### src/rtl/uart_pkg.sv
// Shared constants, FSM state types and baud divisor helper for the UART peripheral.
package uart_pkg;
  localparam logic [23:0] BASE_HI = 24'h400000;
  localparam logic [7:0]  TXD_OFF = 8'h18;
  localparam logic [7:0]  RXD_OFF = 8'h1C;
  localparam logic [7:0]  CON_OFF = 8'h20;

  localparam int CON_TX_IE    = 0;
  localparam int CON_RX_IE    = 1;
  localparam int CON_TX_DONE  = 2;
  localparam int CON_RX_READY = 3;
  localparam int CON_TX_BUSY  = 4;

  typedef enum logic [1:0] {TX_IDLE, TX_START, TX_DATA, TX_STOP} tx_state_t;
  typedef enum logic [1:0] {RX_IDLE, RX_START, RX_DATA, RX_STOP} rx_state_t;

  // Clocks per oversample tick, truncated.
  function automatic int calc_div(input int clk_freq, input int baud, input int os);
    return clk_freq / (baud * os);
  endfunction
endpackage

### src/rtl/uart_rx_core.sv
// 8N1 receiver: input synchroniser, oversample counter and RX FSM; emits byte with valid/frame_err pulses.
module uart_rx_core
  import uart_pkg::*;
#(
  parameter int OVERSAMPLE = 16
) (
  input  logic       clk,
  input  logic       reset,
  input  logic       rx_i,
  input  logic       tick16_i,
  output logic [7:0] byte_o,
  output logic       valid_o,
  output logic       frame_err_o
);
  localparam int OS_W = $clog2(OVERSAMPLE);

  rx_state_t       state_q, state_d;
  logic            sync1_q, sync2_q, prev_q;
  logic [OS_W-1:0] os_q;
  logic [2:0]      bit_q;
  logic [7:0]      shift_q;
  logic            fall, mid_start, full_bit;

  assign fall      = prev_q & ~sync2_q;
  assign mid_start = tick16_i && (os_q == OS_W'(OVERSAMPLE/2 - 1));
  assign full_bit  = tick16_i && (os_q == OS_W'(OVERSAMPLE - 1));

  // Synchroniser flops reset to the idle-high line level so reset never looks like a start edge.
  always_ff @(posedge clk) begin
    if (reset) begin
      state_q <= RX_IDLE;
      sync1_q <= 1'b1;
      sync2_q <= 1'b1;
      prev_q  <= 1'b1;
    end else begin
      state_q <= state_d;
      sync1_q <= rx_i;
      sync2_q <= sync1_q;
      prev_q  <= sync2_q;
    end
  end

  always_comb begin
    state_d = state_q;
    case (state_q)
      RX_IDLE:  if (fall) state_d = RX_START;
      RX_START: if (mid_start) state_d = sync2_q ? RX_IDLE : RX_DATA;
      RX_DATA:  if (full_bit && bit_q == 3'd7) state_d = RX_STOP;
      RX_STOP:  if (full_bit) state_d = RX_IDLE;
      default:  state_d = RX_IDLE;
    endcase
  end

  always_comb begin
    byte_o      = shift_q;
    valid_o     = (state_q == RX_STOP) && full_bit && sync2_q;
    frame_err_o = (state_q == RX_STOP) && full_bit && !sync2_q;
  end

  // Counter restarts at mid-start so later samples land mid-bit.
  always_ff @(posedge clk) begin
    if (reset) begin
      os_q    <= '0;
      bit_q   <= '0;
      shift_q <= '0;
    end else begin
      case (state_q)
        RX_IDLE: begin
          os_q  <= '0;
          bit_q <= '0;
        end
        RX_START: begin
          if (mid_start)     os_q <= '0;
          else if (tick16_i) os_q <= os_q + 1'b1;
        end
        default: begin
          if (tick16_i) os_q <= os_q + 1'b1;
          if (state_q == RX_DATA && full_bit) begin
            shift_q <= {sync2_q, shift_q[7:1]};
            bit_q   <= bit_q + 1'b1;
          end
        end
      endcase
    end
  end
endmodule

### src/rtl/uart_periph.sv
// Memory-mapped UART: bus decode, register file, baud divider and TX FSM; RX lives in uart_rx_core.
module uart_periph
  import uart_pkg::*;
#(
  parameter int CLK_FREQ   = 100000000,
  parameter int BAUD       = 9600,
  parameter int OVERSAMPLE = 16
) (
  input  logic        clk,
  input  logic        reset,
  input  logic [31:0] addr,
  input  logic [31:0] wdata,
  input  logic        mem_write,
  input  logic        mem_read,
  output logic [31:0] rdata,
  output logic        irq,
  input  logic        uart_rx,
  output logic        uart_tx
);
  localparam int DIV   = calc_div(CLK_FREQ, BAUD, OVERSAMPLE);
  localparam int DIV_W = (DIV > 1) ? $clog2(DIV) : 1;
  localparam int OS_W  = $clog2(OVERSAMPLE);

  logic             sel_txd, sel_rxd, sel_con, wr_txd, wr_con, rd_rxd, rd_con;
  logic [DIV_W-1:0] div_q;
  logic             tick16, bit_tick, tx_busy, tx_fin;
  tx_state_t        tx_state_q, tx_state_d;
  logic [OS_W-1:0]  tx_os_q;
  logic [2:0]       tx_bit_q;
  logic [7:0]       tx_byte_q, rxd_q, rx_byte;
  logic             tx_q, tx_d;
  logic [1:0]       ie_q;
  logic             tx_done_q, rx_ready_q, irq_q, rx_vld, rx_ferr;
  logic [31:0]      con_val;
  logic             unused_bits;

  assign sel_txd = (addr[31:8] == BASE_HI) && (addr[7:0] == TXD_OFF);
  assign sel_rxd = (addr[31:8] == BASE_HI) && (addr[7:0] == RXD_OFF);
  assign sel_con = (addr[31:8] == BASE_HI) && (addr[7:0] == CON_OFF);
  assign wr_txd  = mem_write & sel_txd;
  assign wr_con  = mem_write & sel_con;
  assign rd_rxd  = mem_read & sel_rxd;
  assign rd_con  = mem_read & sel_con;

  assign tick16   = (div_q == DIV_W'(DIV - 1));
  assign bit_tick = tick16 && (tx_os_q == OS_W'(OVERSAMPLE - 1));
  assign tx_busy  = (tx_state_q != TX_IDLE);
  assign tx_fin   = (tx_state_q == TX_STOP) && bit_tick;

  always_ff @(posedge clk) begin
    if (reset) div_q <= '0;
    else       div_q <= tick16 ? '0 : div_q + 1'b1;
  end

  always_ff @(posedge clk) begin
    if (reset) begin
      tx_state_q <= TX_IDLE;
      tx_q       <= 1'b1;
    end else begin
      tx_state_q <= tx_state_d;
      tx_q       <= tx_d;
    end
  end

  always_comb begin
    tx_state_d = tx_state_q;
    case (tx_state_q)
      TX_IDLE:  if (wr_txd) tx_state_d = TX_START;
      TX_START: if (bit_tick) tx_state_d = TX_DATA;
      TX_DATA:  if (bit_tick && tx_bit_q == 3'd7) tx_state_d = TX_STOP;
      TX_STOP:  if (bit_tick) tx_state_d = TX_IDLE;
      default:  tx_state_d = TX_IDLE;
    endcase
  end

  always_comb begin
    tx_d = 1'b1;
    case (tx_state_q)
      TX_START: tx_d = 1'b0;
      TX_DATA:  tx_d = tx_byte_q[tx_bit_q];
      default:  tx_d = 1'b1;
    endcase
  end

  // Bit timer restarts on every frame; only the byte latch is gated by IDLE, so busy writes drop.
  always_ff @(posedge clk) begin
    if (reset) begin
      tx_os_q   <= '0;
      tx_bit_q  <= '0;
      tx_byte_q <= '0;
    end else if (tx_state_q == TX_IDLE) begin
      tx_os_q  <= '0;
      tx_bit_q <= '0;
      if (wr_txd) tx_byte_q <= wdata[7:0];
    end else begin
      if (tick16) tx_os_q <= tx_os_q + 1'b1;
      if (tx_state_q == TX_DATA && bit_tick) tx_bit_q <= tx_bit_q + 1'b1;
    end
  end

  uart_rx_core #(.OVERSAMPLE(OVERSAMPLE)) u_rx (
    .clk        (clk),
    .reset      (reset),
    .rx_i       (uart_rx),
    .tick16_i   (tick16),
    .byte_o     (rx_byte),
    .valid_o    (rx_vld),
    .frame_err_o(rx_ferr)
  );

  // Flag set beats a same-cycle read clear.
  always_ff @(posedge clk) begin
    if (reset) begin
      ie_q       <= '0;
      tx_done_q  <= 1'b0;
      rx_ready_q <= 1'b0;
      rxd_q      <= '0;
      irq_q      <= 1'b0;
    end else begin
      if (wr_con) ie_q <= wdata[1:0];
      if (tx_fin)      tx_done_q <= 1'b1;
      else if (rd_con) tx_done_q <= 1'b0;
      if (rx_vld) begin
        rx_ready_q <= 1'b1;
        rxd_q      <= rx_byte;
      end else if (rd_rxd) begin
        rx_ready_q <= 1'b0;
      end
      irq_q <= (ie_q[0] & tx_done_q) | (ie_q[1] & rx_ready_q);
    end
  end

  always_comb begin
    con_val               = '0;
    con_val[CON_TX_IE]    = ie_q[0];
    con_val[CON_RX_IE]    = ie_q[1];
    con_val[CON_TX_DONE]  = tx_done_q;
    con_val[CON_RX_READY] = rx_ready_q;
    con_val[CON_TX_BUSY]  = tx_busy;
    rdata = '0;
    if (sel_txd)      rdata = {24'b0, tx_byte_q};
    else if (sel_rxd) rdata = {24'b0, rxd_q};
    else if (sel_con) rdata = con_val;
  end

  assign unused_bits = ^{wdata[31:8], rx_ferr};
  assign irq         = irq_q;
  assign uart_tx     = tx_q;
endmodule

### config.mk
export PLATFORM = sky130hd
export DESIGN_NAME = uart_periph
export DESIGN_NICKNAME = d
export VERILOG_FILES = /design/src/rtl/uart_pkg.sv /design/src/rtl/uart_rx_core.sv /design/src/rtl/uart_periph.sv
export SDC_FILE = /design/constraint.sdc
export NUM_CORES = 1
export LEC_CHECK = 0
export ABC_AREA = 1
export CAP_MARGIN = 10
export CORE_ASPECT_RATIO = 2
export CORE_MARGIN = 5
export CORE_UTILIZATION = 45
export CTS_CLUSTER_SIZE = 30
export DETAILED_ROUTE_END_ITERATION = 10
export PLACE_DENSITY = 0.89
export REMOVE_ABC_BUFFERS = 1
export SLEW_MARGIN = 0
export SYNTH_ARGS = -nofsm -noshare
export SYNTH_HDL_FRONTEND = slang
export SYNTH_SLANG_ARGS = --single-unit
### constraint.sdc
create_clock -name clk -period 4.03 [get_ports clk]
set_clock_uncertainty 0.1 [all_clocks]
set_input_delay 0.403 -clock clk [delete_from_list [all_inputs] [get_ports clk]]
set_output_delay 0.403 -clock clk [all_outputs]
set_load 0.02 [all_outputs]
## After elaboration in Yosys (flattened, before gate mapping)

Index checks and enable logic that the tools add are counted.

| cells by class | value |
|---|---|
| add/sub/neg operators | 5 |
| bitwise gates (word level) | 11 |
| multiplexer cells | 26 |
| equal/unequal tests | 24 |
| order comparisons | 1 |
| reduce and logical (&&, ||, !) cells | 27 |
| shift-type cells | 0 |
| $mul | 0 |
| div/mod/pow operators | 0 |

Operator list:

| cell | count |
|---|---|
| $eq A24 B23 Y1 const B | 1 |
| $mux W2 | 9 |
| $eq A8 B5 Y1 const B | 2 |
| $mux W8 | 2 |
| $pmux W2 S4 | 2 |
| $logic_and A1 B1 Y1 | 13 |
| $add A10 B1 Y10 const B | 1 |
| $eq A10 B10 Y1 const B | 1 |
| $add A4 B1 Y4 const B | 2 |
| $eq A2 B2 Y1 const B | 4 |
| $eq A4 B4 Y1 const B | 2 |
| $eq A8 B6 Y1 const B | 1 |
| $mux W4 | 2 |
| $ne A2 B1 Y1 const B | 4 |
| $ne A2 B2 Y1 const B | 4 |
| $pmux W4 S2 | 1 |
| $reduce_and A4 Y1 | 2 |
| $reduce_bool A2 Y1 | 4 |
| $and A1 B1 Y1 | 7 |
| $add A3 B1 Y3 const B | 2 |
| $eq A3 B3 Y1 const B | 2 |
| $pmux W3 S2 | 1 |
| $reduce_and A2 Y1 | 3 |
| $reduce_or A2 Y1 | 3 |
| other kinds (11) | 19 |

| storage, ports and cells | value |
|---|---|
| logic and storage cells | 112 |
| register bits after elaboration | 61 |
| memory bits (read-only) | 0 |
| bits in latches | 0 |
| RAM bits | 0 |
| output and inout bits | 34 |
| memories | 0 |
| bits of input ports | 69 |

## Logic depth before layout (Yosys ltp)

Gate-level depths: netlist of run 1.

| depth | value |
|---|---|
| depth after elaboration | 5 |
| mapped depth | 13 |
| depth with buffers taken out | 12 |

## By module

A second synthesis of run 1 with hierarchy kept.

| unflattened totals | value |
|---|---|
| cells, all modules | 435 |
| area, all modules | 3138.0 um^2 |

Modules (own cells, without submodules):

| module | area an instance (um^2) | instances | cells an instance | seq. area each (um^2) |
|---|---|---|---|---|
| uart_periph | 2279.7 | 1 | 323 | 820.8 |
| uart_rx_core | 858.3 | 1 | 112 | 400.4 |

## Worst setup path before layout of run 1

Ideal clock, no wire load.

| timing | value |
|---|---|
| kind | input to output |
| from | input port addr[23] |
| to | output port rdata[5] |
| cell stages on the path | 8 |
| slack | 1.913 ns |
| data required time | 3.527 ns |
| buffers on the path | 1 |
| arrival time | 1.614 ns |
| cells stage by stage | nor2_1 -> nand2_1 -> nor2_1 -> nand2_1 -> nor2_4 -> nand2_2 -> clkbuf_1 -> o21ai_0 |

| on the way | value |
|---|---|
| longest elaborated chain between the ends | 4 |
| elaborated cells on any way between the ends | 5 |
| those cells by class | eq/ne: 1; mux: 2; reduce/logical: 2 |

RTL lines:

| item | RTL line | text |
|---|---|---|
| from (decl) | uart_periph.sv:11 | `input logic [31:0] addr,` |
| $eq A24 B23 Y1 (*) | uart_periph.sv:37, uart_periph.sv:38 |  |
| $logic_and A1 B1 Y1 | uart_periph.sv:38 | `assign sel_rxd = (addr[31:8] == BASE_HI) && (addr[7:0] == RXD_OFF);` |
| $mux W8 | uart_periph.sv:142 | `else if (sel_rxd) rdata = {24'b0, rxd_q};` |
| $mux W8 (*) | uart_periph.sv:141 | `if (sel_txd) rdata = {24'b0, tx_byte_q};` |
| to (decl) | uart_periph.sv:15 | `output logic [31:0] rdata,` |

Every way passes the cells marked *; elsewhere a longest branch is shown, timed or not.

## Worst setup path in the final report of run 1

| timing | value |
|---|---|
| from | input port addr[30] |
| to | output port rdata[0] |

| on the way | value |
|---|---|
| longest elaborated chain between the ends | 5 |
| elaborated cells on any way between the ends | 7 |
| those cells by class | eq/ne: 1; mux: 3; reduce/logical: 3 |

RTL lines:

| item | RTL line | text |
|---|---|---|
| $eq A24 B23 Y1 (*) | uart_periph.sv:37, uart_periph.sv:38, uart_periph.sv:39 |  |
| $logic_and A1 B1 Y1 | uart_periph.sv:39 | `assign sel_con = (addr[31:8] == BASE_HI) && (addr[7:0] == CON_OFF);` |
| $mux W5 | uart_periph.sv:143 | `else if (sel_con) rdata = con_val;` |
| $mux W8 | uart_periph.sv:142 |  |
| $mux W8 (*) | uart_periph.sv:141 |  |

Marks and branches as above.

==> flow_metrics.env, run 1 <==
export IMPL_startpoint_type="input port"
export IMPL_synth_main_ff_cell="dfxtp_1"
export IMPL_switching_power_uw=386
export IMPL_period_minus_slack_ps=3130
export IMPL_yosysWarnings=0
export IMPL_vias_per_cell=4.89
export IMPL_fmax_mhz=319
export IMPL_die_y_um=130
export IMPL_clock_path_buffers=2
export IMPL_clock_sinks=61
export IMPL_nNetsFinal=594
export IMPL_area_delta_synth_final_pct=25.4
export IMPL_netlist_instances=455
export IMPL_setup_tns_ps=0
export IMPL_cts_setup_buffers=0
export IMPL_relSlewSlack_pct=53.9
export IMPL_grt_pass1_vias=2821
export IMPL_ys_seq_area_share_pct=37.5
export IMPL_dp_hpwl_um=5450
export IMPL_wire_per_inst_um=12.0
export IMPL_drtPass1Iterations=4
export IMPL_maxCapViolations=0
export IMPL_finalSetupViolations=0
export IMPL_worst_setup_path_end_kind="output pin"
export IMPL_gp_congestion=0.840
export IMPL_fp_row_count=44
export IMPL_final_cell_mix="nor2_1 (74), nand2_1 (73), dfxtp_1 (61), clkdlybuf4s50_1 (54), inv_1 (48)"
export IMPL_fp_coreArea_um2=7160
export IMPL_synth_async_reset_ratio_pct=0
export IMPL_antenna_found_initial=0
export IMPL_diodes=0
export IMPL_required_ps=3530
export IMPL_cts_buffers=9
export IMPL_critPathArrivalTime_ps=2630
export IMPL_r2r_slack_ps=2000
export IMPL_post_cts_resized=0
export IMPL_vias=2985
export IMPL_totalWireLength_um=7340
export IMPL_worst_pin_slew_ps=689
export IMPL_power_density_nw_per_um2=384
export IMPL_synth_edf_count=0
export IMPL_grt_max_degree=26
export IMPL_switching_share_pct=24.6
export IMPL_final_common_cell="nor2_1"
export IMPL_tritoncts="done"
export IMPL_p_leak_uw=0.00174
export IMPL_nFillCells=635
export IMPL_drt_iter0_markers=150
export IMPL_port_buffers=54
export IMPL_period_share_pct=77.7
export IMPL_start_util_pct=45.5
export IMPL_grt_overflow_total=0
export IMPL_drive_above_1_share_pct=7.72
export IMPL_clk_latency_ps=330
export IMPL_outcome="finished clean"
export IMPL_internal_power_uw=1180
export IMPL_htreeDepth=3
export IMPL_ys_ff_latch=61
export IMPL_cts_root_buffer="clkbuf_16"
export IMPL_fin_util_pct=57.1
export IMPL_avgSynthCellArea_um2=7.16
export IMPL_finalHoldViolCount=0
export IMPL_die_area_um2=9140
export IMPL_ir_worst_vdd_mv=0.310
export IMPL_grt_pass1_wl_um=12300
export IMPL_route_detailed_drc=0
export IMPL_critPathKind="input port to output pin"
export IMPL_rsz0062_at_grt="false"
export IMPL_min_path_type="register to register"
export IMPL_cts_hold_fix_buffers=0
export IMPL_worstPathMaxFanout=8
export IMPL_synth_area_um2=3260
export IMPL_io_pins=103
export IMPL_fp_dieW_um=70.2
export IMPL_yosysUniqueCellTypes=37
export IMPL_clk_pin_slew_worst_paths_ps=50
export IMPL_track_usage_pct=16.4
export IMPL_power_frac_seq_pct=39.8
export IMPL_ant_nets=0
export IMPL_p_clk_share_pct=48.6
export IMPL_slew_violations=0
export IMPL_pwr_share_comb_pct=11.6
[through the flow]
step | power, µW | hold WS (ps) | cell area, µm² | std cells | setup WS (ps)
floorplan | 740 | 289 | 3120 | 447 | 2020
global placement | 805 | 301 | 3780 | 594 | 918
detailed placement | 813 | 315 | 3780 | 594 | 896
CTS | 1580 | 332 | 4080 | 610 | 878
global route | 1630 | 342 | 4080 | 610 | 648
finish | 1570 | 326 | 4080 | 610 | 899
[flip-flops by register name, summed over array words and instances (netlist names), named ones only]
| register | flops |
|---|---|
| div_q | 10 |
| ie_q | 2 |
| irq | 1 |
| rx_ready_q | 1 |
| rxd_q | 8 |
| tx_bit_q | 3 |
| tx_byte_q | 8 |
| tx_done_q | 1 |
| tx_os_q | 4 |
| tx_state_q | 2 |
| u_rx.bit_q | 3 |
| u_rx.byte_o | 8 |
| u_rx.os_q | 4 |
| u_rx.prev_q | 1 |
| u_rx.state_q | 1 |
| u_rx.sync1_q | 1 |
| u_rx.sync2_q | 1 |
| uart_tx | 1 |
[area by class of cell]
type	count	area (µm²)	share of cell area (%)
tap	92	115	2.82
multi-input combinational	336	1710	41.9
clock buffer	10	239	5.85
inverter	50	188	4.60
clock inverter	6	61.3	1.50
sequential	61	1220	29.9
timing repair buffer	55	548	13.4
[kinds of logic (layout without fill, tap and decap cells)]
| logic type | Yosys count | count (layout) | synth area share (%) |
|---|---|---|---|
| buffers and inverters | 81 | 121 | 12.6 |
| and+or+nand+nor | 219 | 219 | 31.6 |
| adders and majority gates | 12 | 12 | 4.61 |
| DFF | 61 | 61 | 37.5 |
| xor gates and xnor gates | 5 | 5 | 1.34 |
| AOI/OAI and AO/OA | 76 | 76 | 12.3 |
| other | 1 | 24 | 0.115 |
[synthesized netlist by cell type (2+ instances only)]
cell | count | area [µm²]
nor3_1 | 7 | 35.0
inv_1 | 48 | 180
xor2_1 | 3 | 26.3
nand3_1 | 36 | 180
nor2_4 | 2 | 22.5
o211ai_1 | 3 | 22.5
nand2_1 | 73 | 274
ha_1 | 12 | 150
nand3_4 | 2 | 35.0
clkbuf_1 | 3 | 11.3
nand2_2 | 4 | 25.0
dfxtp_1 | 61 | 1220
or2_2 | 5 | 31.3
nor2_1 | 74 | 278
o21ai_0 | 29 | 145
nand4_1 | 6 | 37.5
buf_6 | 2 | 22.5
xnor2_1 | 2 | 17.5
nor3_2 | 3 | 30.0
buf_4 | 24 | 180
a21oi_1 | 39 | 195
o21a_1 | 2 | 15.0
[layer usage]
metal / global-route usage (%) / wire length [µm]
met5: 0 / 0
met4: 7.67 / 168
met3: 5.17 / 424
met2: 28.3 / 3670
met1: 18.4 / 3070
[worst paths after layout]
| kind | from | to | depth (start not counted) |
|---|---|---|---|
| setup reg to reg | u_rx.os_q[0] | u_rx.bit_q[1] | 8 |
| hold reg to reg | u_rx.sync1_q | u_rx.sync2_q | 1 |
| hold / removal | u_rx.sync1_q | u_rx.sync2_q | 1 |
| setup / recovery | addr[30] | rdata[0] | 14 |
[power by group through the flow]
stage | Sequential [µW] | Combinational, µW | Clock, µW
final | 624 | 182 | 763
after global routing | 625 | 202 | 805
after CTS | 624 | 181 | 776
after detailed placement | 637 | 176 | 0
after global placement | 636 | 169 | 0
after floorplan | 636 | 104 | 0
[critical path, cell delays in order]
cell and delay, ps:
clkdlybuf4s50_1 460, inv_1 40, nor2_1 80, nand2_1 60
nor2_1 80, nand2_1 90, nor2_4 210, nand2_1 90
inv_1 190, nand2_1 100, nand3_1 80, o21ai_0 90
inv_1 60, clkdlybuf4s50_1 590
No activity file was read; power rests on OpenSTA's default activity.
==> run 2: changes to the inputs <==
Settings changed: CORE_UTILIZATION 45 to 42, PLACE_DENSITY 0.89 to 0.87.
Clock period 4.03 ns to 2.75 ns, I/O delays scaled along.
==> run 2 against run 1 <==
Largest cell class unchanged. Register-to-register slack got worse by 1200 ps. Sequential share of layout area fell by 0.38 points. Flip-flop and latch count is the same. Clock power increased by 52%. Largest power group unchanged. Utilization fell by 2.6 points. Routed wire length increased by 6.0%. Worst setup slack worse by 690 ps. First-iteration DRC count grew 15%. Power up 49%. Design area grew 1.3%. Combinational power is 44% higher.
==> flow_metrics.env, run 2 (same netlist as run 1, synthesis figures left out) <==
export IMPL_gp_congestion=0.839
export IMPL_die_y_um=135
export IMPL_required_ps=2380
export IMPL_critPathArrivalTime_ps=2170
export IMPL_final_cell_mix="nor2_1 (74), nand2_1 (73), dfxtp_1 (61), inv_1 (47), clkdlybuf4s50_1 (46)"
export IMPL_min_path_type="register to register"
export IMPL_drt_iter0_markers=173
export IMPL_cts_buffers=9
export IMPL_drive_above_1_share_pct=8.59
export IMPL_vias_per_cell=4.96
export IMPL_power_density_nw_per_um2=566
export IMPL_cts_setup_buffers=0
export IMPL_power_total_uw=2340
export IMPL_cts_hold_fix_buffers=0
export IMPL_start_util_pct=42.8
export IMPL_area_delta_synth_final_pct=27.0
export IMPL_dp_cells=602
export IMPL_clock_path_buffers=2
export IMPL_fp_dieW_um=72.3
export IMPL_stdcell_count=618
export IMPL_die_area_um2=9720
export IMPL_largest_reg_flops=10
export IMPL_clk_pin_slew_worst_paths_ps=40
export IMPL_whs_ps=305
export IMPL_p_leak_uw=0.00184
export IMPL_multi_input_area_um2=1710
export IMPL_outcome="finished clean"
export IMPL_relSlewSlack_pct=56.2
export IMPL_maxCapViolations=0
export IMPL_nFillCells=693
export IMPL_fp_coreArea_um2=7600
export IMPL_tritoncts="done"
export IMPL_worst_pin_slew_ps=654
export IMPL_ant_nets=0
export IMPL_period_share_pct=92.5
export IMPL_fmax_mhz=393
export IMPL_fin_util_pct=54.4
export IMPL_fp_row_count=45
export IMPL_finalSetupViolations=0
export IMPL_antenna_found_initial=0
export IMPL_slew_violations=0
export IMPL_cts_root_buffer="clkbuf_16"
export IMPL_ir_worst_vdd_mv=0.365
export IMPL_post_cts_resized=7
export IMPL_period_minus_slack_ps=2540
export IMPL_route_detailed_drc=0
export IMPL_clock_sinks=61
export IMPL_finalHoldViolCount=0
export IMPL_drtPass1Iterations=5
export IMPL_totalWireLength_um=7780
export IMPL_track_usage_pct=16.3
export IMPL_grt_pass1_vias=2967
export IMPL_htreeDepth=3
export IMPL_final_common_cell="nor2_1"
export IMPL_clk_latency_ps=330
export IMPL_critPathKind="input port to output pin"
export IMPL_dp_hpwl_um=6230
export IMPL_worstPathMaxFanout=13
export IMPL_startpoint_type="input port"
export IMPL_nNetsFinal=600
export IMPL_port_buffers=54
export IMPL_grt_max_degree=18
export IMPL_grt_pass1_wl_um=12500
export IMPL_regArea_um2=1220
export IMPL_wire_per_inst_um=12.6
export IMPL_vias=3066
export IMPL_io_pins=103
export IMPL_rsz0062_at_grt="false"
export IMPL_worst_setup_path_end_kind="output pin"
export IMPL_diodes=0
export IMPL_top_register="div_q"
export IMPL_grt_overflow_total=0
[run 2: cell count changes in the layout (fill, tap and decap cells not counted), sizes merged]
cell,before,now
clkbuf,10,11
buf,1,7
clkdlybuf4s50,54,46
dlymetal6s2s,0,2
bufinv,1,2
dlygate4sd2,0,6
inv,50,49
clkinvlp,1,0
[run 2: area by class of cell]
| type | instances | share of cell area, % |
|---|---|---|
| sequential | 61 | 29.5 |
| timing repair buffer | 61 | 14.3 |
| inverter | 50 | 4.54 |
| clock buffer | 11 | 5.63 |
| clock inverter | 5 | 1.81 |
| tap | 94 | 2.84 |
| multi-input combinational | 336 | 41.4 |
[run 2: per-stage QoR]
stage	area (µm²)	TNS (ps)	setup slack, ps
floorplan	3120	0	996
global placement	3830	-48.5	-22.2
detailed placement	3830	-488	-89.1
CTS	4130	0	30.9
global route	4140	0	32.6
finish	4140	0	207
[run 2: worst max-delay path, stage by stage]
cell and delay [ps]:
clkdlybuf4s50_1 450, inv_1 30, nor2_1 70, nand2_1 60, nor2_1 160, nand2_1 120, nor2_4 120, buf_4 150
nand2_2 120, nand3_1 120, o21ai_0 90, inv_1 70, dlygate4sd2_1 330
[run 2: layer usage]
layer  routed length, µm  vias to the layer above  track usage (%)
met2                4320                      108             32.7
met1                2510                     1375             13.1
met5                   0                        -                0
met4                 288                        0             9.31
met3                 654                       24             4.62
li1                    -                     1559                -
[run 2: report_power, final]
part           switching (µW)  total, µW  internal, µW
clock                     378       1160           787
combinational             150        262           112
sequential               14.5        916           902
[run 2: path summary, 6_finish.rpt]
check        slack (ps)       endpoint  cells past startpoint         start
min                 300   u_rx.sync2_q                      1  u_rx.sync1_q
max reg2reg         780  u_rx.bit_q[2]                      8  u_rx.os_q[0]
max                 210       rdata[2]                     13      addr[30]
min reg2reg         300   u_rx.sync2_q                      1  u_rx.sync1_q
==> run 3: changes to the inputs <==
Settings changed: CORE_UTILIZATION 42 to 45, CTS_CLUSTER_DIAMETER from default to 100, PLACE_DENSITY 0.87 to 0.89.
Clock period 2.75 ns to 2.95 ns, I/O delays scaled along.
==> run 3 against run 2 <==
Combinational power fell by 7%. Critical path type unchanged. Critical endpoint is now rdata[5]. Utilization rose by 3.2 points. Global-route usage rose by 0.27 points. Flip-flop and latch count did not move. Via count rose by 0.59%. Worst hold slack improved by 12 ps. Design area fell by 0.39%. Largest cell class unchanged. First-iteration DRC count fell by 24%. Sequential power fell by 6.9%.
==> flow_metrics.env, run 3 (same netlist as run 1, synthesis figures left out) <==
export IMPL_outcome="finished clean"
export IMPL_critPathKind="input port to output pin"
export IMPL_grt_overflow_total=0
export IMPL_pwr_share_comb_pct=11.5
export IMPL_finalHoldViolCount=0
export IMPL_slowest_delay_ps=630
export IMPL_route_detailed_drc=0
export IMPL_drtPass1Iterations=4
export IMPL_largest_reg_flops=10
export IMPL_critPathArrivalTime_ps=2330
export IMPL_start_util_pct=45.5
export IMPL_wire_per_inst_um=12.1
export IMPL_dp_cells=598
export IMPL_p_clk_share_pct=48.3
export IMPL_startpoint_type="input port"
export IMPL_totalWireLength_um=7430
export IMPL_final_common_cell="nor2_1"
export IMPL_nNetsFinal=598
export IMPL_post_cts_resized=0
export IMPL_path_delay_family="buffers and inverters"
export IMPL_relSlewSlack_pct=56.8
export IMPL_required_ps=2560
export IMPL_diodes=0
export IMPL_port_buffers=54
export IMPL_track_usage_pct=16.6
export IMPL_critical_path_most_common_cell="nand2_1"
export IMPL_fmax_mhz=367
export IMPL_internal_power_uw=1620
export IMPL_fp_dieW_um=70.2
export IMPL_path_cells="clkdlybuf4s50_1 > inv_1 > nor2_1 > nand2_1 > nor2_1 > nand2_1 > nor2_4 > nand2_1 > inv_2 > nand3_1 > o21ai_0 > clkdlybuf4s50_1"
export IMPL_htreeDepth=3
export IMPL_clk_latency_ps=330
export IMPL_p_leak_uw=0.00185
export IMPL_area_delta_synth_final_pct=26.5
export IMPL_stdcell_count=614
export IMPL_worst_pin_slew_ps=645
export IMPL_grt_pass1_vias=2957
export IMPL_rsz0062_at_grt="false"
export IMPL_vias=3084
export IMPL_switching_power_uw=506
export IMPL_switching_share_pct=23.8
export IMPL_worst_slack_ps=226
export IMPL_vias_per_cell=5.02
export IMPL_period_share_pct=92.3
export IMPL_final_cell_mix="nor2_1 (74), nand2_1 (73), dfxtp_1 (61), clkdlybuf4s50_1 (49), inv_1 (47)"
export IMPL_fp_coreArea_um2=7160
export IMPL_clk_pin_slew_worst_paths_ps=50
export IMPL_gp_congestion=0.876
export IMPL_period_minus_slack_ps=2720
export IMPL_io_pins=103
export IMPL_power_density_nw_per_um2=515
export IMPL_ant_nets=0
export IMPL_die_area_um2=9140
export IMPL_clock_sinks=61
export IMPL_crit_buf_inv=4
export IMPL_antenna_found_initial=0
export IMPL_worst_setup_path_end_kind="output pin"
export IMPL_r2r_slack_ps=990
export IMPL_finalSetupViolations=0
export IMPL_drt_iter0_markers=131
export IMPL_clock_path_buffers=2
export IMPL_tritoncts="done"
export IMPL_min_path_type="register to register"
export IMPL_dp_hpwl_um=5430
export IMPL_grt_max_degree=18
export IMPL_nFillCells=644
export IMPL_cts_setup_buffers=0
export IMPL_setup_tns_ps=0
export IMPL_cts_buffers=9
export IMPL_ir_worst_vdd_mv=0.532
export IMPL_cts_root_buffer="clkbuf_16"
export IMPL_grt_pass1_wl_um=12300
export IMPL_top_register="div_q"
export IMPL_worst_path_max_delay_cell="clkdlybuf4s50_1"
export IMPL_maxCapViolations=0
export IMPL_power_frac_seq_pct=40.2
export IMPL_die_y_um=130
export IMPL_place_ws_ps=106
export IMPL_drive_above_1_share_pct=8.24
export IMPL_cts_hold_fix_buffers=0
export IMPL_fp_row_count=44
export IMPL_worstPathMaxFanout=8
export IMPL_slew_violations=0
==> run 3: worst paths after layout <==
kind	from	to	depth (start not counted)
max	addr[30]	rdata[5]	12
min	u_rx.sync1_q	u_rx.sync2_q	1
max reg2reg	div_q[0]	rxd_q[2]	9
min reg2reg	u_rx.sync1_q	u_rx.sync2_q	1
==> run 3: through the flow <==
step / area [µm²] / hold slack (ps) / util [%] / power [µW]
after detailed placement: 3810 / 301 / 53.3 / 1110
after global routing: 4120 / 352 / 57.6 / 2210
final: 4120 / 316 / 57.6 / 2120
after global placement: 3810 / 301 / 53.3 / 1100
after CTS: 4110 / 320 / 57.4 / 2130
after floorplan: 3120 / 264 / - / 1010
==> run 3: layout make-up <==
cell class | count | area [µm²] | share of cell area, %
clock inverters | 4 | 47.5 | 1.15
repair buffers | 59 | 591 | 14.3
multi-input cells | 336 | 1710 | 41.5
inverters | 50 | 188 | 4.56
flip-flops and latches | 61 | 1220 | 29.6
clock buffers | 12 | 246 | 5.98
well taps | 92 | 115 | 2.79
==> run 3: worst reg2reg max path: stages (launching register included) <==
cell and delay (ps):
dfxtp_1 320, inv_1 70, ha_1 190, nand3_4 130, inv_1 150, nand4_2 220, nor2_4 280, nand2_4 110
o21ai_0 210, nor2_1 60
==> run 3: power groups by stage <==
stage	sequential (µW)	combinational [µW]	clock [µW]
detailed placement	870	238	0
CTS	853	243	1040
global placement	869	233	0
global route	854	273	1090
finish	853	243	1030
floorplan	869	142	0
==> run 3: per-layer routing <==
layer	wire, µm	up-vias	part of all wire, %	track usage (%)
met5	0	-	0	0
met4	302	0	4.1	9.93
met3	448	29	6.0	5.40
met2	3630	98	49	28.7
met1	3050	1408	41	17.4
li1	-	1549	-	-
